### src/rtl/uart_tx_fifo.sv
// UART transmitter with configurable frame format (5-9 data bits, none/odd/even parity,
// 1-2 stop bits) fed by a small circular FIFO; bit timing comes from the clken baud tick.
module uart_tx_fifo #(
  parameter int DATA_BITS  = 8,
  parameter int PARITY     = 0,
  parameter int STOP_BITS  = 1,
  parameter int FIFO_DEPTH = 4
) (
  input  logic                 clk,
  input  logic                 rst_n,
  input  logic [DATA_BITS-1:0] din,
  input  logic                 wr_en,
  input  logic                 clken,
  output logic                 tx,
  output logic                 tx_busy,
  output logic                 full,
  output logic                 overflow
);
  localparam int AW = $clog2(FIFO_DEPTH);
  localparam int CW = AW + 1;

  generate
    if (DATA_BITS < 5 || DATA_BITS > 9 || PARITY < 0 || PARITY > 2 ||
        STOP_BITS < 1 || STOP_BITS > 2 || FIFO_DEPTH < 2 ||
        (FIFO_DEPTH & (FIFO_DEPTH - 1)) != 0) begin : g_param_check
      $error("uart_tx_fifo: illegal parameter combination");
    end
  endgenerate

  typedef enum logic [2:0] {S_IDLE, S_START, S_DATA, S_PAR, S_STOP} state_t;

  state_t               state;
  logic [DATA_BITS-1:0] mem [FIFO_DEPTH];
  logic [AW-1:0]        wptr, rptr;
  logic [CW-1:0]        count;
  logic [DATA_BITS-1:0] shreg;
  logic                 par_bit;
  logic [3:0]           idx;
  logic                 scnt;
  logic                 empty, push, pop, last_stop;

  function automatic logic parity_of(input logic [DATA_BITS-1:0] d);
    return (PARITY == 1) ? ~^d : ^d;
  endfunction

  assign empty     = (count == '0);
  assign full      = (count == CW'(FIFO_DEPTH));
  assign push      = wr_en && !full;
  assign last_stop = (state == S_STOP) && (scnt == 1'(STOP_BITS - 1));
  // A pop only happens on a tick that launches a new start bit.
  assign pop       = clken && !empty && ((state == S_IDLE) || last_stop);
  assign tx_busy   = (state != S_IDLE);

  always_ff @(posedge clk) begin
    if (push) mem[wptr] <= din;
  end

  always_ff @(posedge clk) begin
    if (!rst_n) begin
      wptr     <= '0;
      rptr     <= '0;
      count    <= '0;
      overflow <= 1'b0;
    end else begin
      overflow <= wr_en && full;
      if (push) wptr <= wptr + AW'(1);
      if (pop)  rptr <= rptr + AW'(1);
      case ({push, pop})
        2'b10:   count <= count + CW'(1);
        2'b01:   count <= count - CW'(1);
        default: ;
      endcase
    end
  end

  // Shift register presents the next data bit at bit 0; parity is captured at pop time.
  always_ff @(posedge clk) begin
    if (pop) begin
      shreg   <= mem[rptr];
      par_bit <= parity_of(mem[rptr]);
    end else if (clken && (state == S_START || state == S_DATA)) begin
      shreg <= shreg >> 1;
    end
  end

  always_ff @(posedge clk) begin
    if (!rst_n) begin
      state <= S_IDLE;
      tx    <= 1'b1;
      idx   <= '0;
      scnt  <= 1'b0;
    end else if (clken) begin
      case (state)
        S_IDLE: begin
          if (!empty) begin
            tx    <= 1'b0;
            state <= S_START;
          end else begin
            tx <= 1'b1;
          end
        end
        S_START: begin
          tx    <= shreg[0];
          idx   <= '0;
          state <= S_DATA;
        end
        S_DATA: begin
          if (idx < 4'(DATA_BITS - 1)) begin
            idx <= idx + 4'd1;
            tx  <= shreg[0];
          end else if (PARITY != 0) begin
            tx    <= par_bit;
            state <= S_PAR;
          end else begin
            tx    <= 1'b1;
            scnt  <= 1'b0;
            state <= S_STOP;
          end
        end
        S_PAR: begin
          tx    <= 1'b1;
          scnt  <= 1'b0;
          state <= S_STOP;
        end
        S_STOP: begin
          if (!last_stop) begin
            scnt <= scnt + 1'b1;
            tx   <= 1'b1;
          end else if (!empty) begin
            tx    <= 1'b0;
            state <= S_START;
          end else begin
            tx    <= 1'b1;
            state <= S_IDLE;
          end
        end
        default: begin
          tx    <= 1'b1;
          state <= S_IDLE;
        end
      endcase
    end
  end
endmodule

### config.mk
export PLATFORM = sky130hd
export DESIGN_NAME = uart_tx_fifo
export DESIGN_NICKNAME = d
export VERILOG_FILES = /design/src/rtl/uart_tx_fifo.sv
export SDC_FILE = /design/constraint.sdc
export NUM_CORES = 1
export LEC_CHECK = 0
export CORE_MARGIN = 3
export CORE_UTILIZATION = 50
export DETAILED_ROUTE_END_ITERATION = 12
export GPL_TIMING_DRIVEN = 1
export PLACE_DENSITY = 0.69
export SLEW_MARGIN = 0
export SYNTH_ARGS = -nofsm -noshare
export SYNTH_HDL_FRONTEND = slang
export SYNTH_SLANG_ARGS = --single-unit
### constraint.sdc
create_clock -name clk -period 2.9 [get_ports clk]
set_input_delay 0.435 -clock clk [delete_from_list [all_inputs] [get_ports clk]]
set_output_delay 0.435 -clock clk [all_outputs]
set_load 0.005 [all_outputs]
==> results.sh <==
export IMPL_hp_class="flip-flop to flip-flop"
export IMPL_dp_cells=256
export IMPL_period_share=0.873
export IMPL_fmax_ghz=0.395
export IMPL_grt_pass1_wl_mm=7.55
export IMPL_worst_ep_arrival_time_ns=2.77
export IMPL_synth_seq_cells=59
export IMPL_die_h_um=77.2
export IMPL_cap_viol_max_count=0
export IMPL_synth_edf_count=40
export IMPL_yosysWarnings=0
export IMPL_grt_setup_unrepaired="no"
export IMPL_htreeDepth=3
export IMPL_antenna_left=0
export IMPL_fin_cells=272
export IMPL_syn_nets=196
export IMPL_fin_tns_setup_ns=0
export IMPL_skew_ns=0.00704
export IMPL_relSlewSlack=0.612
export IMPL_antenna_found_initial=0
export IMPL_drt_wl_total_mm=4.41
export IMPL_r2r_slack_ns=0.41
export IMPL_clock_sinks=59
export IMPL_cts_path_max_buffers=2
export IMPL_vias=1436
export IMPL_worstMarginPinSlew_ns=0.581
export IMPL_io_buffers=15
export IMPL_layout_cells_most_common="edfxtp_1"
export IMPL_path_cells="clkdlybuf4s50_1 -> a21bo_1 -> or3_4 -> clkinv_4 -> ha_1 -> inv_1 -> fa_1 -> xor2_1 -> or3_1 -> a21oi_1"
export IMPL_dp_slack_ns=0.0526
export IMPL_finalCriticalPeriod_ns=2.53
export IMPL_clock_latency_ns=0.32
export IMPL_dp_hpwl_mm=3.11
export IMPL_wire_per_inst_um=16.2
export IMPL_setup_viol=0
export IMPL_gr_total_overflow=0
export IMPL_fin_nets=219
export IMPL_drt_iter0_drc=173
export IMPL_num_io_pins=16
export IMPL_synth_cells=177
export IMPL_slew_viol_final=0
export IMPL_ys_seq_area_frac=0.625
export IMPL_layout_drive_gt1_share=0.185
export IMPL_synth_distinct_cells=46
export IMPL_cts_root_buf="clkbuf_8"
export IMPL_cts_inserted_buffers=9
export IMPL_cts_tree="yes"
export IMPL_die_area_um2=5950
export IMPL_status="completed"
export IMPL_synthArstFlopShare=0
export IMPL_path_class="primary input to flip-flop"
export IMPL_netlist_area_um2=2530
export IMPL_hold_viol_final=0
export IMPL_synth_area_per_cell_um2=14.3
export IMPL_antenna_cells=0
export IMPL_cpPeakStageDelay_ns=0.48
export IMPL_leakage_nw=1.06
export IMPL_gp_congestion=0.747
export IMPL_fp_dieW_um=77.2
export IMPL_end_kind="flip-flop"
export IMPL_holdBufCountCts=0
export IMPL_grt_usage=0.170
export IMPL_post_cts_setup_buffers=0
export IMPL_cp_slowest_cell="clkdlybuf4s50_1"
export IMPL_via_per_inst=5.28
export IMPL_synth_ff_type="edfxtp_1"
export IMPL_cts_resized=0
export IMPL_vdd_ir_drop_max_uv=437
export IMPL_required_ns=3.14
export IMPL_path_clk_slew_ns=0.06
export IMPL_finalWorstSetupSlack_ns=0.369
export IMPL_drc=0
export IMPL_rows=25
export IMPL_grt_pass1_vias=1574
export IMPL_grt_max_degree=12
export IMPL_worstSetupStartpointType="primary input"
export IMPL_final_cell_mix="edfxtp_1, dfxtp_1, clkdlybuf4s50_1"
export IMPL_p_per_area_nw_per_um2=864
export IMPL_syn2layout_area_growth_pct=15.4
export IMPL_fp_coreArea_um2=4820
export IMPL_critPathMaxFanout=3
export IMPL_first_pass_iters=4
export IMPL_initial_utilization=0.525
[where the power goes]
| group | internal (mW) | switching (mW) |
|---|---|---|
| clock | 0.351 | 0.289 |
| sequential | 1.09 | 0.112 |
| combinational | 0.376 | 0.303 |
[path summary, 6_finish.rpt]
check	end	startpoint	depth (start not counted)
max reg2reg	count[2]	state[0]	9
min reg2reg	scnt	scnt	1
max	count[2]	clken	10
min	scnt	scnt	1
[Yosys cell counts (all sizes together) (2+ instances only)]
cell    instances  area share
dfxtp          19        0.15
nor3            2      0.0040
and3            6       0.015
or3             4       0.012
buf             4       0.016
ha              6       0.030
o21ai           4      0.0079
clkinv          2      0.0049
a31oi           3      0.0074
nor2            8       0.012
a21oi           8       0.016
inv            11       0.016
xor2            2      0.0069
nand3           4      0.0079
mux4            8       0.071
mux2            7       0.040
mux2i           4       0.016
edfxtp         40        0.47
or2             2      0.0059
clkbuf          4      0.0059
nand2          10       0.015
nand2b          3      0.0074
[state kept, by name, indices dropped and copies added (netlist names), named ones only]
signal	cells
wptr	2
shreg	8
scnt	1
tx	1
idx	4
rptr	2
count	3
state	3
overflow	1
mem	32
[metal layers]
metal  vias up  routed length [um]  GRT usage
li1        704                   -          -
met1       702                2020      0.218
met2        28                2220      0.264
met3         2                 137     0.0575
met4         0                  27     0.0730
met5         -                   0          0
[cell families (layout without fill, tap and decap cells)]
family | Yosys count | after routing | share of synthesized area
mux | 19 | 19 | 0.127
compound gates | 23 | 23 | 0.0593
xor+xnor | 3 | 3 | 0.0104
buf+inv | 21 | 49 | 0.0430
fa+ha+maj | 7 | 7 | 0.0376
flops | 59 | 59 | 0.625
simple gates | 45 | 45 | 0.0979
[critical path, delay by kind of cell]
family                   cells  cell delay, ns
adder cells (fa/ha/maj)      2            0.52
AND/OR/NAND/NOR              2            0.68
AO/OA/AOI/OAI                2            0.37
XOR/XNOR                     1            0.16
buffers and inverters        3            0.59
[layout make-up]
class,count,area (um2)
timing repair buffer,20,188
fill,398,1900
clock buffer,13,159
clock inverter,3,13.8
sequential,59,1580
inverter,13,53.8
tap,67,83.8
multi-input combinational,97,841
[through the flow]
step / cell area (um2) / hold slack [ns] / total power [mW] / util
after floorplan: 2530 / 0.445 / 1.73 / -
after global placement: 2750 / 0.459 / 1.86 / 0.570
after detailed placement: 2750 / 0.472 / 1.90 / 0.570
after CTS: 2920 / 0.484 / 2.55 / 0.606
after global routing: 2920 / 0.498 / 2.68 / 0.606
final: 2920 / 0.482 / 2.52 / 0.606
(Power assumes the default switching activity.)
